File: config.mk
export PLATFORM = sky130hd
export DESIGN_NAME = i2s_rx_core
export DESIGN_NICKNAME = d
export VERILOG_FILES = /design/src/rtl/i2s_rx_core.sv
export SDC_FILE = /design/constraint.sdc
export NUM_CORES = 1
export LEC_CHECK = 0
export CAP_MARGIN = 30
export CORE_MARGIN = 2
export CORE_UTILIZATION = 30
export CTS_CLUSTER_SIZE = 8
export DETAILED_ROUTE_END_ITERATION = 7
export MAX_ROUTING_LAYER = met4
export PLACE_DENSITY = 0.59
export SLEW_MARGIN = 20
export SYNTH_ARGS = -nofsm -noshare
export SYNTH_HDL_FRONTEND = slang
export SYNTH_SLANG_ARGS = --single-unit
File: constraint.sdc
create_clock -name clk_i -period 5 [get_ports clk_i]
set_clock_uncertainty 0.15 [all_clocks]
set_input_delay 0.5 -clock clk_i [delete_from_list [all_inputs] [get_ports clk_i]]
set_output_delay 0.5 -clock clk_i [all_outputs]
set_load 0.005 [all_outputs]
File: src/rtl/i2s_rx_core.sv
`default_nettype none
// ============================================================================
// Module   : i2s_rx_core
// Brief    : I2S slave receiver. Oversamples sck/ws/sd, deserialises one word
//            per channel slot, delivers it on a valid/ready stream.
//            Optional I2S_RX_SIGN_EXT_EN: right-aligned, sign-extended output.
// Revision : 1.0 - initial release
// ============================================================================
module i2s_rx_core #(
    parameter int DATA_WIDTH  = 32,
    parameter int SYNC_STAGES = 2
) (
    input  logic                  clk_i,
    input  logic                  rst_n_i,
    input  logic                  en_i,
    input  logic                  lsb_i,
    input  logic [1:0]            fmt_i,
    input  logic [1:0]            chl_i,
    output logic                  busy_o,
    output logic                  chd_o,
    output logic                  ovf_o,
    output logic                  rx_valid_o,
    input  logic                  rx_ready_i,
    output logic [DATA_WIDTH-1:0] rx_data_o,
    input  logic                  i2s_sck_i,
    input  logic                  i2s_ws_i,
    input  logic                  i2s_sd_i
);

    localparam logic [1:0] c_st_idle  = 2'd0;
    localparam logic [1:0] c_st_wait  = 2'd1;
    localparam logic [1:0] c_st_shift = 2'd2;

    logic [SYNC_STAGES-1:0] r_sck_sync, r_ws_sync, r_sd_sync;
    logic [SYNC_STAGES:0]   w_sck_chain, w_ws_chain, w_sd_chain;
    logic                   w_sck_s, w_ws_s, w_sd_s;
    logic                   r_sck_prev, r_ws_prev, r_ws_seen;
    logic                   w_sck_re, w_boundary;

    logic [1:0]             r_state;
    logic [5:0]             r_cnt;
    logic [31:0]            r_shreg;
    logic                   r_commit;
    logic [DATA_WIDTH-1:0]  r_cdata;
    logic                   r_cch;

    logic [5:0]             w_width;
    logic [4:0]             w_wm1;
    logic                   w_lj, w_in_range;
    logic [4:0]             w_pos, w_pos0;
    logic [31:0]            w_cap, w_new_first, w_commit_word, w_aligned;
    logic [DATA_WIDTH-1:0]  w_fmt;

    logic                   r_rx_valid, r_chd, r_ovf;
    logic [DATA_WIDTH-1:0]  r_rx_data;

    assign w_sck_chain = {r_sck_sync, i2s_sck_i};
    assign w_ws_chain  = {r_ws_sync, i2s_ws_i};
    assign w_sd_chain  = {r_sd_sync, i2s_sd_i};
    assign w_sck_s     = r_sck_sync[SYNC_STAGES-1];
    assign w_ws_s      = r_ws_sync[SYNC_STAGES-1];
    assign w_sd_s      = r_sd_sync[SYNC_STAGES-1];

    assign w_sck_re   = w_sck_s & ~r_sck_prev;
    // ws history is only trusted once a post-enable edge has been seen
    assign w_boundary = w_sck_re & r_ws_seen & (w_ws_s ^ r_ws_prev);

    always_ff @(posedge clk_i) begin
        if (!rst_n_i) begin
            r_sck_sync <= '0;
            r_ws_sync  <= '0;
            r_sd_sync  <= '0;
            r_sck_prev <= 1'b0;
            r_ws_prev  <= 1'b0;
            r_ws_seen  <= 1'b0;
        end else begin
            r_sck_sync <= w_sck_chain[SYNC_STAGES-1:0];
            r_ws_sync  <= w_ws_chain[SYNC_STAGES-1:0];
            r_sd_sync  <= w_sd_chain[SYNC_STAGES-1:0];
            r_sck_prev <= w_sck_s;
            if (w_sck_re) r_ws_prev <= w_ws_s;
            if (!en_i)         r_ws_seen <= 1'b0;
            else if (w_sck_re) r_ws_seen <= 1'b1;
        end
    end

    always_comb begin
        w_width = 6'd32;
        w_wm1   = 5'd31;
        case (chl_i)
            2'b00:   begin w_width = 6'd8;  w_wm1 = 5'd7;  end
            2'b01:   begin w_width = 6'd16; w_wm1 = 5'd15; end
            2'b10:   begin w_width = 6'd24; w_wm1 = 5'd23; end
            default: begin w_width = 6'd32; w_wm1 = 5'd31; end
        endcase
    end

    assign w_lj          = (fmt_i == 2'b01);
    assign w_in_range    = (r_cnt < w_width);
    assign w_pos         = lsb_i ? r_cnt[4:0] : (w_wm1 - r_cnt[4:0]);
    assign w_pos0        = lsb_i ? 5'd0 : w_wm1;
    assign w_cap         = {31'd0, w_sd_s & w_in_range} << w_pos;
    assign w_new_first   = {31'd0, w_sd_s} << w_pos0;
    // Philips: the boundary-edge bit still belongs to the outgoing word
    assign w_commit_word = w_lj ? r_shreg : (r_shreg | w_cap);
    assign w_aligned     = w_commit_word << (6'd32 - w_width);

`ifdef I2S_RX_SIGN_EXT_EN
    logic signed [31:0] w_sext;
    assign w_sext = $signed(w_aligned) >>> (6'd32 - w_width);
    assign w_fmt  = DATA_WIDTH'(w_sext);
`else
    assign w_fmt  = DATA_WIDTH'(w_aligned) << (DATA_WIDTH - 32);
`endif

    always_ff @(posedge clk_i) begin
        if (!rst_n_i) begin
            r_state  <= c_st_idle;
            r_cnt    <= 6'd0;
            r_shreg  <= 32'd0;
            r_commit <= 1'b0;
            r_cdata  <= '0;
            r_cch    <= 1'b0;
        end else if (!en_i) begin
            r_state  <= c_st_idle;
            r_cnt    <= 6'd0;
            r_shreg  <= 32'd0;
            r_commit <= 1'b0;
        end else begin
            r_commit <= 1'b0;
            case (r_state)
                c_st_idle: r_state <= c_st_wait;
                c_st_wait: begin
                    if (w_boundary) begin
                        r_state <= c_st_shift;
                        r_cnt   <= w_lj ? 6'd1 : 6'd0;
                        r_shreg <= w_lj ? w_new_first : 32'd0;
                    end
                end
                c_st_shift: begin
                    if (w_boundary) begin
                        r_commit <= 1'b1;
                        r_cdata  <= w_fmt;
                        r_cch    <= r_ws_prev;
                        r_cnt    <= w_lj ? 6'd1 : 6'd0;
                        r_shreg  <= w_lj ? w_new_first : 32'd0;
                    end else if (w_sck_re) begin
                        r_shreg <= r_shreg | w_cap;
                        if (r_cnt != 6'd32) r_cnt <= r_cnt + 6'd1;
                    end
                end
                default: r_state <= c_st_idle;
            endcase
        end
    end

    always_ff @(posedge clk_i) begin
        if (!rst_n_i || !en_i) begin
            r_rx_valid <= 1'b0;
            r_rx_data  <= '0;
            r_chd      <= 1'b0;
            r_ovf      <= 1'b0;
        end else if (r_commit) begin
            if (!r_rx_valid || rx_ready_i) begin
                r_rx_valid <= 1'b1;
                r_rx_data  <= r_cdata;
                r_chd      <= r_cch;
            end else begin
                r_ovf <= 1'b1;
            end
        end else if (rx_ready_i) begin
            r_rx_valid <= 1'b0;
        end
    end

    assign busy_o     = (r_state == c_st_shift);
    assign rx_valid_o = r_rx_valid;
    assign rx_data_o  = r_rx_data;
    assign chd_o      = r_chd;
    assign ovf_o      = r_ovf;

endmodule
`default_nettype wire
* After elaboration in Yosys (flattened, before gate mapping)
Cells that the tools add are included.
** Word-level totals
- Flip-flop bits (word level) :: 118
- Input port bits :: 12
- Output and inout port bits :: 36
** Cells by class
- Add/subtract/negate cells :: 3
- $lt $le $gt $ge :: 1
- Equal/unequal tests :: 10
- Shift operators :: 3
- Muxes and demuxes :: 22
- Bitwise operators :: 9
- Reductions and logical operators :: 18
** Operators by type and width (count)
- $mux W32 :: 5
- $pmux W32 S2 :: 1
- $shl A1 B5 Y32 :: 2
- $or A32 B32 Y32 :: 1
- $shl A32 B6 Y32 :: 1
- $mux W6 :: 4
- $pmux W6 S3 :: 1
- $pmux W5 S3 :: 1
- $pmux W6 S2 :: 1
- $mux W5 :: 2
- $reduce_and A2 Y1 :: 5
- $reduce_and A3 Y1 :: 3
- $add A6 B1 Y6 const B :: 1
- $eq A2 B1 Y1 const B :: 3
- $lt A6 B6 Y1 :: 1
- $ne A3 B1 Y1 const B :: 2
- $ne A6 B6 Y1 const B :: 1
- $pmux W2 S3 :: 1
- $sub A6 B6 Y6 const A :: 1
- $mux W1 :: 5
- $sub A5 B5 Y5 :: 1
- $and A1 B1 Y1 :: 4
- $eq A2 B2 Y1 const B :: 2
- $logic_not A2 Y1 :: 2
- other kinds (9) :: 15

* Depth between registers and ports, before layout
Gate-level depths: netlist (run 1).
- Word-level depth :: 9
- Depth in mapped cells :: 11
- Mapped depth without buffers :: 10

* Worst setup path before layout (run 1)
Ideal clock, no wire load.
- Path kind :: input-to-reg
- Start point :: in chl_i[0]
- End point :: reg r_cdata[26]
- Arrival :: 2.626 ns
- Path slack :: 2.106 ns
- Stages on the path :: 11
- Buffers on the path :: 1
- Cell sequence :: inv_1 -> ha_1 -> inv_1 -> ha_1 -> nand2_1 -> o2111ai_1 -> and2b_1 -> buf_2 -> a31oi_1 -> nand2_1 -> a32o_1
** On the way
- Cells in the longest elaborated chain, start to end :: 8
- Elaborated cells between the ends (all ways) :: 14
- Those cells by class :: 2 x add/sub; 1 x order compare; 2 x eq/ne; 2 x shift; 4 x mux; 2 x bitwise; 1 x reduce/logical
** Ends and longest elaborated chain
- from (decl) :: line 18 : input logic [1:0] chl_i,
- $eq A2 B2 Y1, or another cell as far along :: line 90 : case (chl_i)
- $pmux W5 S3 / $pmux W6 S3 (equally long branches) :: line 90
- $sub A5 B5 Y5 / $lt A6 B6 Y1 (equally long branches) :: line 100, 99
- $mux W5 / $and A1 B1 Y1 (equally long branches) :: line 100, 102
- $shl A1 B5 Y32 :: line 102 : assign w_cap = {31'd0, w_sd_s & w_in_range} << w_pos;
- $or A32 B32 Y32 :: line 105 : assign w_commit_word = w_lj ? r_shreg : (r_shreg | w_cap);
- $mux W32 :: line 105
- $shl A32 B6 Y32 (*) :: line 106 : assign w_aligned = w_commit_word << (6'd32 - w_width);
- to (signal assigned) :: line 143 : r_cdata <= w_fmt;
- to (decl) :: line 44 : logic [DATA_WIDTH-1:0] r_cdata;
Every way passes the cells marked *; elsewhere a longest branch is shown, timed or not.
A chain may end at the register's enable or synchronous reset.

* Worst setup path in the final report (run 1)
- Start point :: in chl_i[0]
- End point :: reg r_cdata[31]
The elaborated chain is that of the path after synthesis.

==> run summary, run 1 <==
Final Power - 2.40 mW
HP Class - flip-flop to flip-flop
routed length per instance - 17.1 µm
pin count of the biggest net entering global routing - 37
Post-synth EDFFs - 0
max_cap viols - 0
worst slew pin tran - 930 ps
Post-Route WL - 15.9 mm
Synth Instances - 658
Final #Nets - 711
Rel. slew slack - 37.9%
Yosys reg bits - 118
layout cells sized above 1 - 9.57%
vias - 5,083
drt first-iter violations - 458
vias in the first global route - 4,661
Fill cells - 1,845
Max Slew Vio Count - 0
post-CTS setup buffer count - 0
commonest cells after routing, fill and taps aside - dfxtp_1 (118), nand2_1 (108), a21oi_1 (62)
total track usage - 16.8%
sequential area share after synthesis - 42.3%
area leader, netlist - dfxtp_1
Clock Latency Late Sink - 420 ps
min Tclk post-route - 3490 ps
Residual DRC - 0
die height - 140 µm
Worst Path Max Fanout - 11
Leak - 2.35 nW
Max Buffers Root-to-Sink - 2
syn_area_per_cell - 8.48 µm²
I/O Buffers - 47
Max rail drop VDD - 0.235 mV
CTS tree - built
I/O Pins - 48
Cell Pwr Density - 352 nW/µm²
post-route clock period utilization - 69.8%
clk root buf - clkbuf_16
# rows - 49
RSZ-0062 raised after global routing - no
Die ar. - 19,700 µm²
total grt overflow - 0
asr flop ratio synth - 0%
syn nets - 682
GP Congestion - 0.897
ys flop type - dfxtp_1
status - finished, final reports clean
number of diodes - 0
Final Hold Violating Endpoints - 0
CP Capture Type - flip-flop
flop-to-flop setup slack - 1990 ps
Initial Utilization - 30.8%
Post-CTS Hold Fix Bufs - 0
Routed Antenna Nets - 0
Post-Synthesis Cell Area - 5580 µm²
post-route setup TNS - 0 ps
Post-CTS Resized - 0
Peak Freq - 287 MHz
post-synth cell types - 64
clock-pin slew on the worst setup and hold paths - 50 ps
Crit path required time - 5210 ps
Chip Width - 140 µm
Crit path arrival time - 3700 ps
Final setup viols - 0
antenna violations before repair - 0
drt first pass iters - 5
Vias/cell - 5.47
Core Box Area - 18,100 µm²
first-pass GRT wire length - 25.4 mm
commonest non-fill, non-tap cell in the layout - dfxtp_1
share of the synthesized area in the top cell type - 42.3%
CP Class - input pin to flip-flop
CTS HTree Levels - 4
largest cells by area after synthesis - dfxtp_1 (42%), nand2_1 (7.3%), a21oi_1 (5.6%), a22o_1 (4.9%), ha_1 (2.7%)
Startpoint Class - input pin
CTS sink cnt - 118
Ys Warns - 0
Area Overhead vs Synth - 22.4%
DP HPWL - 11.2 mm
number of CTS-inserted buffers - 17
==> per-stage QoR <==
step                instance area (µm²)  hold slack (ps)  cells  util (%)  setup slack [ps]
floorplan                          5580              262    658         -              2110
global placement                   6190              264    897      34.2              1240
detailed placement                 6200              272    897      34.3              1150
CTS                                6830              285    929      37.7              1560
global route                       6830              292    929      37.7              1160
finish                             6830              282    929      37.7              1510
==> state kept, by name (all words and copies together), names as in the netlist <==
name and cells:
r_cdata 32, r_shreg 32, rx_data_o 32, r_cnt 6
r_sck_sync 2, r_sd_sync 2, r_state 2, r_ws_sync 2
chd_o 1, ovf_o 1, r_cch 1, r_commit 1
r_sck_prev 1, r_ws_prev 1, r_ws_seen 1, rx_valid_o 1
==> final timing paths <==
check,startpoint,to,cells after the start
hold reg to reg,r_sck_sync[0],r_sck_sync[1],1
setup reg to reg,r_cnt[3],r_cdata[31],7
hold / removal,r_sck_sync[0],r_sck_sync[1],1
setup / recovery,chl_i[0],r_cdata[31],11
==> kinds of logic after synthesis <==
logic type	Yosys count	share of synthesized area, %
flops	118	42.3
fa+ha+maj	12	2.69
mux	4	0.740
simple gates	236	20.4
xor+xnor	7	1.10
compound gates	215	27.2
buf+inv	66	5.45
==> power by group <==
group          internal, mW  total, mW  switching [mW]
logic                0.0510      0.161           0.110
registers             0.944      0.946         0.00214
clock network         0.838       1.29           0.455
==> routing by layer <==
layer,global-route usage [%],wire [µm],vias up
li1,-,-,2460
met4,6.91,359,0
met3,3.62,1070,36
met2,24.5,6970,187
met1,22.6,7520,2400
met5,-,0,-
==> critical path: stages <==
cell and delay, ps:
clkdlybuf4s50_1 570, inv_1 170, ha_1 340, inv_1 170, ha_1 260, nand2_1 60
o2111ai_1 210, nor2_1 590, a31oi_2 210, a2111oi_0 460, a211o_1 150
==> area by class of cell <==
type | instances | area, µm² | area share (%)
clock buffers | 22 | 484 | 7.09
repair buffers | 60 | 568 | 8.32
well taps | 229 | 287 | 4.20
inverters | 16 | 60.1 | 0.880
multi-input cells | 474 | 2920 | 42.8
clock inverters | 10 | 143 | 2.09
flip-flops and latches | 118 | 2360 | 34.6
==> synth_stat cells (2+ instances only) <==
library cell	number
buf_1	2
and2_1	17
a22o_1	31
a221oi_1	2
a2bb2oi_1	3
nand4_1	5
nor3_4	4
inv_1	16
nand3_1	15
o21ai_0	22
a32o_1	6
nor2_1	40
or3b_1	2
xor2_1	2
nor3_1	9
a211oi_1	11
a21oi_1	62
dfxtp_1	118
o22ai_1	6
or4_1	2
nor2b_1	5
o21a_1	3
o22a_1	4
mux2i_1	3
a311oi_1	12
a31o_2	4
clkbuf_1	26
nand3b_1	3
or2_2	2
nand2_1	108
o221a_2	3
and3_1	10
a21oi_2	3
a31oi_1	17
a31oi_2	3
o211ai_1	5
buf_6	3
ha_1	12
buf_2	15
xnor2_1	5
buf_4	4
a311o_1	5
nor3b_1	3
nand2b_1	5
Note: power is estimated with default switching activity, not from simulation.
==> run 2, diff against run 1 <==
- PLACE_DENSITY: 0.59 -> 0.61
- clock period: 5 -> 2.8 ns (I/O delays scaled with it)
==> run 2 against run 1 <==
Flip-flop and latch count unchanged. Combinational power up 130%. Core utilization up 3.4 points. Die area unchanged. Clock power up 67%. Sequential power up 79%. Critical path depth unchanged. Sequential share of layout area down 2.8 points. Design area up 8.9%. Register-to-register slack worse by 1800 ps. Critical endpoint is now r_cdata[9].
==> run summary, run 2 (synthesis results as in run 1) <==
Worst Hold Path EP - r_sd_sync[1]
Min Hold Slack - 281 ps
CTS sink cnt - 118
I/O Pins - 48
# rows - 49
Core Box Area - 18,100 µm²
drt first pass iters - 5
CP Capture Type - flip-flop
Post-Route WL - 16.5 mm
I/O Buffers - 47
Post-CTS Hold Fix Bufs - 0
Max rail drop VDD - 0.399 mV
Worst Path Max Fanout - 18
Area after DPL - 6810 µm²
FF-to-FF path depth - 8
number of CTS-inserted buffers - 17
GP Congestion - 0.939
reg2reg start - r_cnt[3]
multi-input logic area - 2960 µm²
reg-to-reg endpoint - r_cdata[31]
vias in the first global route - 5,196
max_cap viols - 0
number of diodes - 0
post-route setup TNS - 0 ps
crit path cell chain - clkdlybuf4s50_1 -> buf_4 -> ha_1 -> buf_4 -> o21a_1 -> or4_1 -> and2_1 -> buf_12 -> and4_1 -> a222oi_1 -> a21oi_1
Max Slew Vio Count - 0
Max Buffers Root-to-Sink - 2
Crit path arrival time - 2830 ps
status - finished, final reports clean
clk root buf - clkbuf_16
CTS HTree Levels - 4
Startpoint Class - input pin
vias - 5,342
die height - 140 µm
pin count of the biggest net entering global routing - 37
Final Hold Violating Endpoints - 0
Util after Layout - 41.1%
CP Class - input pin to flip-flop
Crit-path slowest cell - clkdlybuf4s50_1
Clock Latency Late Sink - 420 ps
routed length per instance - 16.4 µm
crit-path max cell delay - 420 ps
Final Instance Area - 7430 µm²
total grt overflow - 0
CTS tree - built
layout cells sized above 1 - 19.0%
min Tclk post-route - 2690 ps
Crit path top cell by count - buf_4
RSZ-0062 raised after global routing - no
Hold Path Depth - 1
Residual DRC - 0
Routed Antenna Nets - 0
first-pass GRT wire length - 27.2 mm
clock-pin slew on the worst setup and hold paths - 60 ps
commonest non-fill, non-tap cell in the layout - dfxtp_1
hold_sp - r_sd_sync[0]
antenna violations before repair - 0
setup ws final - 109 ps
Final Power - 4.21 mW
Layout Cells excl Fill - 1,006
Area Overhead vs Synth - 33.2%
HP Class - flip-flop to flip-flop
worst slack at placement - -419 ps
Final setup viols - 0
drt first-iter violations - 414
flop-to-flop setup slack - 210 ps
commonest cells after routing, fill and taps aside - dfxtp_1 (118), nand2_1 (108), buf_4 (87)
Cell Pwr Density - 567 nW/µm²
Chip Width - 140 µm
Fill cells - 1,813
Peak Freq - 372 MHz
FF/Latch Area - 2360 µm²
Initial Utilization - 30.8%
Crit path required time - 2940 ps
DP HPWL - 12.2 mm
worst slew pin tran - 599 ps
Die ar. - 19,700 µm²
Inst Count DP - 974
Final #Nets - 788
Vias/cell - 5.31
post-route clock period utilization - 96.1%
total track usage - 17.9%
Leak - 2.73 nW
Rel. slew slack - 59.6%
[run 2: cell count changes in the layout (fill, tap and decap cells not counted), moves of 2 or more]
cell	previous run	this run
clkinv_2	1	5
a31oi_1	17	15
a31oi_2	3	5
buf_4	13	87
clkbuf_8	4	2
buf_12	0	3
clkinvlp_4	4	2
[run 2: layout make-up]
class / count / area share [%]
Multi-Input combinational cell: 474 / 39.8
Sequential cell: 118 / 31.8
Timing Repair Buffer: 137 / 15.9
Clock buffer: 20 / 6.14
Tap cell: 229 / 3.85
Clock inverter: 12 / 1.70
Inverter: 16 / 0.808
[run 2: what timing repair did]
item / in CTS / in global routing
setup buffers: 0 / 0
resized for setup: 0 / 8
gates cloned: 0 / 0
setup endpoints to repair: 1 / 29
[run 2: how the worst max path moves through the flow]
stage             endpoint  slack, ps  depth (start not counted)      from
2_1_floorplan  r_cdata[26]        130                         11  chl_i[0]
3_3_place_gp   r_cdata[19]       -390                         11  chl_i[0]
3_5_place_dp   r_cdata[19]       -420                         11  chl_i[0]
4_1_cts        r_cdata[31]        -10                         11  chl_i[0]
5_1_grt        r_cdata[31]          7                         11  chl_i[0]
6_report        r_cdata[9]        110                         11  chl_i[0]
[run 2: per-layer routing]
layer  track usage (%)  vias to the layer above  wire (µm)
li1                  -                     2610          -
met1              23.6                     2520       7720
met2              27.4                      182       7540
met3              3.83                       30        863
met4              6.27                        0        371
met5                 -                        -          0
[run 2: worst max-delay path: cells and delay by family]
kind,cells,cell delay [ps]
buffers and inverters,4,870
and+or+nand+nor,3,790
AOI/OAI and AO/OA,3,690
adders and majority gates,1,200
[run 2: power by group]
group | leakage, nW | switching [mW] | internal (mW)
Combinational | 1.49 | 0.216 | 0.157
Clock | 0.286 | 0.797 | 1.35
Sequential | 0.952 | 0.00394 | 1.69
Total | 2.73 | 1.02 | 3.20
==> run 3, diff against run 2 <==
- CORE_UTILIZATION: 30 -> 40
- GPL_ROUTABILITY_DRIVEN: not set -> 1
- PLACE_DENSITY: 0.61 -> 0.73
==> run 3 against run 2 <==
Clock power fell by 2%. Core utilization grew 13 points. Sequential share of layout area rose by 0.12 points. Critical endpoint is now r_cdata[24]. Power is 0.39% lower. Flip-flop and latch count unchanged. Register-to-register slack better by 80 ps. Critical path type unchanged.
==> run summary, run 3 (synthesis results as in run 1) <==
Layout Cells excl Fill - 951
Final #Nets - 782
Crit-path slowest cell - clkdlybuf4s50_1
Max rail drop VDD - 0.372 mV
total grt overflow - 0
die height - 122 µm
commonest cells after routing, fill and taps aside - dfxtp_1 (118), nand2_1 (108), buf_4 (78)
Final Power - 4.20 mW
commonest non-fill, non-tap cell in the layout - dfxtp_1
antenna violations before repair - 0
Crit path arrival time - 2770 ps
CP Capture Type - flip-flop
routed length per instance - 19.3 µm
post-route setup TNS - 0 ps
Worst Path Max Fanout - 6
GP Congestion - 0.926
Max Buffers Root-to-Sink - 2
clk root buf - clkbuf_16
Initial Utilization - 40.5%
# rows - 43
Util after Layout - 53.8%
number of CTS-inserted buffers - 17
buffer and inverter count on the worst path - 5
layout cells sized above 1 - 19.6%
CTS HTree Levels - 4
RSZ-0062 raised after global routing - no
vias - 5,463
number of diodes - 0
Vias/cell - 5.74
Residual DRC - 0
min Tclk post-route - 2620 ps
Clock Latency Late Sink - 420 ps
Core Box Area - 13,800 µm²
Final Hold Violating Endpoints - 0
post-route clock period utilization - 93.7%
pin count of the biggest net entering global routing - 36
first-pass GRT wire length - 29.1 mm
Inst Count DP - 919
Fill cells - 1,324
CP Class - input pin to flip-flop
Top delay family on crit path - compound AO/OA/AOI/OAI gates
Die ar. - 14,900 µm²
Crit path required time - 2950 ps
I/O Pins - 48
Cell Pwr Density - 567 nW/µm²
HP Class - input pin to flip-flop
Area after DPL - 6730 µm²
Chip Width - 122 µm
Final setup viols - 0
total track usage - 26.6%
drt first pass iters - 5
clock-pin slew on the worst setup and hold paths - 60 ps
Leak - 2.72 nW
max_cap viols - 0
CTS tree - built
Post-Route WL - 18.4 mm
DP HPWL - 13.7 mm
drt first-iter violations - 436
crit-path max cell delay - 490 ps
worst slew pin tran - 661 ps
Area Overhead vs Synth - 32.7%
Rel. slew slack - 55.5%
I/O Buffers - 47
Peak Freq - 381 MHz
Routed Antenna Nets - 0
Max Slew Vio Count - 0
vias in the first global route - 5,471
status - finished, final reports clean
post-CTS setup buffer count - 0
crit path cell chain - clkdlybuf4s50_1 -> inv_1 -> ha_1 -> inv_1 -> ha_1 -> nand2_1 -> o2111ai_4 -> buf_6 -> a21oi_2 -> buf_4 -> a31o_2 -> o22ai_1 -> o21ai_0
Startpoint Class - input pin
CTS sink cnt - 118
Final Instance Area - 7400 µm²
run 3: cell count changes in the layout (fill, tap and decap cells not counted), sizes merged:
cell           delta
dlymetal6s2s      +1
clkinvlp          -1
inv               +1
clkdlybuf4s50     -1
clkinv            +2
clkbuf            -1
buf               -6
bufinv            -1
run 3: metal layers:
layer	part of all wire, %	GRT usage (%)	up-vias
met5	0	-	-
met4	3.8	12.1	0
met3	5.6	5.95	54
met2	49	43.5	174
met1	42	31.2	2639
li1	-	-	2596
run 3: cell type report:
type                    instances  area, µm²  area share, %
clock buffers                  19        453           6.12
clock inverters                13        123           1.66
inverters                      16       60.1          0.811
multi-input cells             474       3010           40.7
flip-flops and latches        118       2360           31.9
well taps                     180        225           3.04
repair buffers                131       1170           15.8
run 3: path summary, 6_finish.rpt:
| check | from | end | slack (ps) | depth (start not counted) |
|---|---|---|---|---|
| setup / recovery | chl_i[1] | r_cdata[24] | 180 | 13 |
| hold reg to reg | r_sck_sync[0] | r_sck_sync[1] | 280 | 1 |
| hold / removal | chl_i[0] | r_shreg[15] | 180 | 4 |
| setup reg to reg | r_state[0] | r_shreg[2] | 290 | 7 |
run 3: per-stage QoR:
stage / hold slack, ps / worst slack, ps
global route: 183 / 18.2
CTS: 286 / 64.4
global placement: 266 / -467
detailed placement: 273 / -550
floorplan: 257 / 126
finish: 182 / 176
run 3: worst register-to-register path, stage by stage, from the launching register on:
cell and delay, ps:
dfxtp_1 330, inv_1 90, ha_1 420, nor2_1 140, o21a_4 250, or2_1 400, nor3_4 460, a22o_1 210
run 3: timing repair:
action / 4_1_cts / 5_1_grt
setup endpoints to repair: 5 / 27
gates resized for setup: 3 / 19
pin swaps: 0 / 3
hold buffers: 0 / 0
gates cloned: 0 / 0
run 3: report_power, final:
part | switching (mW) | internal [mW]
clock | 0.836 | 1.27
sequential | 0.00390 | 1.69
combinational | 0.235 | 0.161
total | 1.08 | 3.12
==> variant 1: new RTL, config.mk and constraints of run 3 <==
Reset style: asynchronous (`rst_n_i`), changed in 2 clocked blocks.
--- a/src/rtl/i2s_rx_core.sv
+++ b/src/rtl/i2s_rx_core.sv
@@ -65,7 +65,7 @@
     // ws history is only trusted once a post-enable edge has been seen
     assign w_boundary = w_sck_re & r_ws_seen & (w_ws_s ^ r_ws_prev);
 
-    always_ff @(posedge clk_i) begin
+    always_ff @(posedge clk_i or negedge rst_n_i) begin
         if (!rst_n_i) begin
             r_sck_sync <= '0;
             r_ws_sync  <= '0;
@@ -113,7 +113,7 @@
     assign w_fmt  = DATA_WIDTH'(w_aligned) << (DATA_WIDTH - 32);
 `endif
 
-    always_ff @(posedge clk_i) begin
+    always_ff @(posedge clk_i or negedge rst_n_i) begin
         if (!rst_n_i) begin
             r_state  <= c_st_idle;
             r_cnt    <= 6'd0;
Behaviour: differs if rst_n_i is asserted again (counterexample within 10 cycles, from zero or initial values and one cycle with rst_n_i low); with rst_n_i held inactive, the same outputs for 10 cycles.
==> variant 1 against run 3 <==
First-iteration DRC count up 8.5%; cell area up 2.1%; maximum frequency down 2.2%; via count down 4.8%; total power down 3.2%; area after synthesis up 2.0%; core utilization up 0.72 points; routed wire length down 13%; sequential power up 2%; sequential cell count unchanged; synthesized cell count down 4.4%; setup slack worse by 0.058 ns; sequential share of layout area up 4.8 points; combinational power down 3%; largest cell class unchanged.
==> variant 1: results (changes against run 3) <==
- Fraction of area in multi-input gates: 37.00% (-3.7 points)
* Pin count of the biggest net entering global routing: 37 (+2.8%)
* Final clock-cell share: 6.982% (-0.79 points)
* Total of clock buffers placed in the layout: 21 (+2)
- The unique cell type count in the Yosys netlist is 69 (+7.8%).
- Syn Inst Count: 629 (-4.4%)
* RD Place Congestion: 0.9269 (about the same)
- Ratio of cells with drive above 1 in the final layout: 21.23% (+1.6 points)
- The top achievable clock speed came to 372.9 MHz (-2.2%).
- The signal arrival time at the worst endpoint was 2.85 ns (+0.08 ns).
- Cell area reported after detailed placement: 6943 µm² (+3.2%)
- The run finished with clean final reports.
- The logic depth of the worst register-to-register path came to 9 (+2).
- The wire length of the first global-routing pass came to 26.50 mm (-9.0%).
- Pwr Density: 537.4 nW/µm² (-5.2%)
* Post-CTS setup buffers: 2 (+2)
* Worst slack after detailed placement: -0.4734 ns (+0.07659 ns)
* Inverter count of the layout excluding clock inverters: 11 (-5)
- The HPWL reported at the end of detailed placement came to 11.79 mm (-14%).
- The count of placed standard cells including taps is 906 (-1.4%).
- Endpoint of the lowest-slack register-to-register path: r_cdata[25]
- Total track usage: 23.23% (-3.4 points)
- By count the netlist is led by nand2_1 (115), dfrtp_1 (83), a21oi_1 (77).
- The met1 routed wirelength after detailed routing is 7.275 mm (-4.9%).
- Comb_multi_in: 465 (-1.9%)
- Number of nets in the layout: 771 (-1.4%)
- Worst-path maximum fanout: 5 (-1)
- The delay of the slowest cell on the worst path came to 0.43 ns (-0.06 ns).
- Asr flop ratio synth: 70.34% (+70 points)
* Global Route met3 Usage: 5.812% (-0.13 points)
- Part of the Yosys area used for sequential elements: 48.82% (+6.5 points)
- Post-DR vias/cell: 5.514 (-4.0%)
* Global-route met2 utilization: 36.88% (-6.6 points)
- Buffers excl. clock: 137 (+4.6%)
- Syn Nets: 650 (-4.7%)
* Global routing usage on met1: 29.22% (-1.9 points)
==> variant 1: cell count changes after synthesis, sizes merged, moves of 15 or more <==
cell,change
buf,-20
dfxtp,-83
a22o,-30
nor2,+15
dfrtp,+83
and2,-16
==> variant 1: stage by stage <==
stage | total power, mW | utilization, % | TNS, ns
after CTS | 4.078 | 54.11 | -0.009603
after floorplan | 1.945 | - | 0
after global routing | 4.209 | 54.48 | 0
after detailed placement | 2.128 | 50.02 | -18.02
final | 4.064 | 54.48 | 0
after global placement | 2.120 | 50.02 | -14.01
==> variant 1: cell families after synthesis <==
| group | Yosys count | synth area share, % |
|---|---|---|
| buffers and inverters | 46 | 3.167 |
| xor gates and xnor gates | 7 | 1.210 |
| muxes | 4 | 0.7917 |
| adders and majority gates | 9 | 1.979 |
| and+or+nand+nor | 242 | 20.23 |
| AOI/OAI and AO/OA | 203 | 23.80 |
| DFF | 118 | 48.82 |
==> variant 1: power breakdown <==
group	switching [mW]	internal, mW
registers	0.0140	1.71
clock network	0.800	1.15
logic	0.228	0.156
==> variant 2: new RTL, config.mk and constraints of run 3 <==
Made on the original files. The parameter `DATA_WIDTH` goes from 32 to 64.
--- a/src/rtl/i2s_rx_core.sv
+++ b/src/rtl/i2s_rx_core.sv
@@ -7,7 +7,7 @@
 // Revision : 1.0 - initial release
 // ============================================================================
 module i2s_rx_core #(
-    parameter int DATA_WIDTH  = 32,
+    parameter int DATA_WIDTH  = 64,
     parameter int SYNC_STAGES = 2
 ) (
     input  logic                  clk_i,
Interface: changed (resized rx_data_o); port bits go from 48 to 80. No check against the original RTL was run, so the function may have changed too.
==> variant 2 against run 3 <==
Sequential share of layout area grew 0.055 points; area after synthesis grew 2.3%; global-route usage shrank 3.9 points; synthesized cell count grew 6.5%; sequential cell count is the same; setup slack lost 0.090 ns; total power shrank 1.5%; cell count grew 4.9%; hold slack gained 0.10 ns; cell area shrank 0.12%; routed wire length shrank 12%; critical path depth shrank 1; first-iteration DRC count grew 14%; critical endpoint is now r_cdata[44]; largest cell class unchanged.
==> variant 2: results (changes against run 3) <==
- The maximum fanout encountered on the critical timing path came to 18 (+12).
- Hold/Removal Path Class: flip-flop to flip-flop
* Hold Crit Endpoint: r_sck_sync[1]
- The logic depth of the worst register-to-register path is 10 (+3).
- Run status: complete, no violations
- By area the synthesized netlist is led by dfxtp_1 (41%), nand2_1 (7.4%), a21oi_1 (6.9%).
- Placed instance count: 963 (+4.8%)
- Post-DR vias/cell: 5.529 (-3.8%)
- RD Place Congestion: 0.9637 (+4.1%)
* Launch point of the worst hold path: r_sck_sync[0]
* Final wirelength: 16.22 mm (-12%)
- By count the netlist is led by dfxtp_1 (118), nand2_1 (112), a21oi_1 (79).
- Syn Inst Count: 701 (+6.5%)
* Transition time at the pin with the least slew margin: 0.6711 ns (+0.01054 ns)
* Number of global-route vias before repair: 4,864 (-11%)
- The wire length of the first global-routing pass is 25.70 mm (-12%).
- The pin count of the biggest net entering global routing is 38 (+5.6%).
- Sum of net half-perimeters after detailed placement: 11.73 mm (-14%)
* Number of nets in the layout: 829 (+6.0%)
- The share of cells above drive strength 1 was 17.48% (-2.1 points).
- The endpoint identified for the worst register-to-register timing path is r_cdata[61].
* Number of distinct library cell variants in the gate-level netlist after synthesis: 67 (+4.7%)
- The sequential fraction of the synthesis area was 41.39% (-0.96 points).
- Launch point of the worst reg-to-reg path: r_cnt[3]
* Static leakage: 2.767 nW (+1.9%)
- Final worst hold slack: 0.2822 ns (+0.1007 ns)
- The DRC violation total after the first TritonRoute iteration is 498 (+14%).
- Hold Crit Depth: 1 (-3)
variant 2: through the flow:
step / total power [mW] / setup TNS, ns / area, µm²
3_3_place_gp: 2.082 / -11.95 / 6739
4_1_cts: 4.151 / 0 / 7323
2_1_floorplan: 1.957 / 0 / 5831
3_5_place_dp: 2.080 / -12.87 / 6739
5_1_grt: 4.274 / -0.08691 / 7396
6_report: 4.134 / 0 / 7396
variant 2: report_power, final:
group / switching, mW / internal (mW) / leakage, nW
logic: 0.222 / 0.152 / 1.55
registers: 0.00434 / 1.69 / 0.952
clock network: 0.782 / 1.29 / 0.267
variant 2: area by class of cell:
cell class                      count  area (µm²)  area share [%]
Clock buffer                       21       470.5           6.361
Clock inverter                     11       100.1           1.353
Inverter                           14       52.55          0.7105
Multi-Input combinational cell    528        3072           41.53
Sequential cell                   118        2364           31.96
Tap cell                          180       225.2           3.045
Timing Repair Buffer              126        1112           15.04
variant 2: how the worst max path moves through the flow:
| stage | start | end | cells after the start | slack [ns] |
|---|---|---|---|---|
| 4_1_cts | chl_i[0] | r_cdata[63] | 11 | 0.04 |
| 3_3_place_gp | chl_i[0] | r_cdata[54] | 11 | -0.42 |
| 2_1_floorplan | chl_i[0] | r_cdata[54] | 12 | 0.01 |
| 3_5_place_dp | chl_i[0] | r_cdata[54] | 11 | -0.46 |
| 5_1_grt | chl_i[0] | r_cdata[56] | 12 | -0.05 |
| 6_report | chl_i[0] | r_cdata[44] | 12 | 0.09 |
variant 2: cell families (layout without fill, tap and decap cells):
family	after synthesis	in the layout	synth area share (%)
AO/OA/AOI/OAI	204	204	23.35
XOR/XNOR	8	8	1.227
adder cells (fa/ha/maj)	12	12	2.630
buffers and inverters	87	172	8.023
flip-flops	118	118	41.39
multiplexers	6	6	1.074
other	1	32	0.06570
AND/OR/NAND/NOR	265	266	22.25
variant 2: what timing repair did:
| action | CTS | global route |
|---|---|---|
| pin swaps | 0 | 6 |
| gates cloned | 0 | 1 |
| buffers inserted | 0 | 2 |
| resized for setup | 2 | 14 |
| setup endpoints to repair | 2 | 16 |
variant 2: per-layer routing:
metal  global-route usage, %  vias up  share of wire [%]
met1                   29.88     2600                 45
met5                       -        -                  0
met3                   5.074       28                7.4
li1                        -     2647                  -
met4                   8.523        0                1.9
met2                   33.79      243                 46
variant 2: critical path: stages:
cell	delay, ns
clkdlybuf4s50_1	0.47
inv_1	0.06
buf_4	0.15
ha_1	0.27
o21a_1	0.26
or4_4	0.44
nand2_2	0.15
buf_6	0.21
nor4_1	0.08
buf_4	0.16
o21ai_0	0.23
nand2_1	0.08
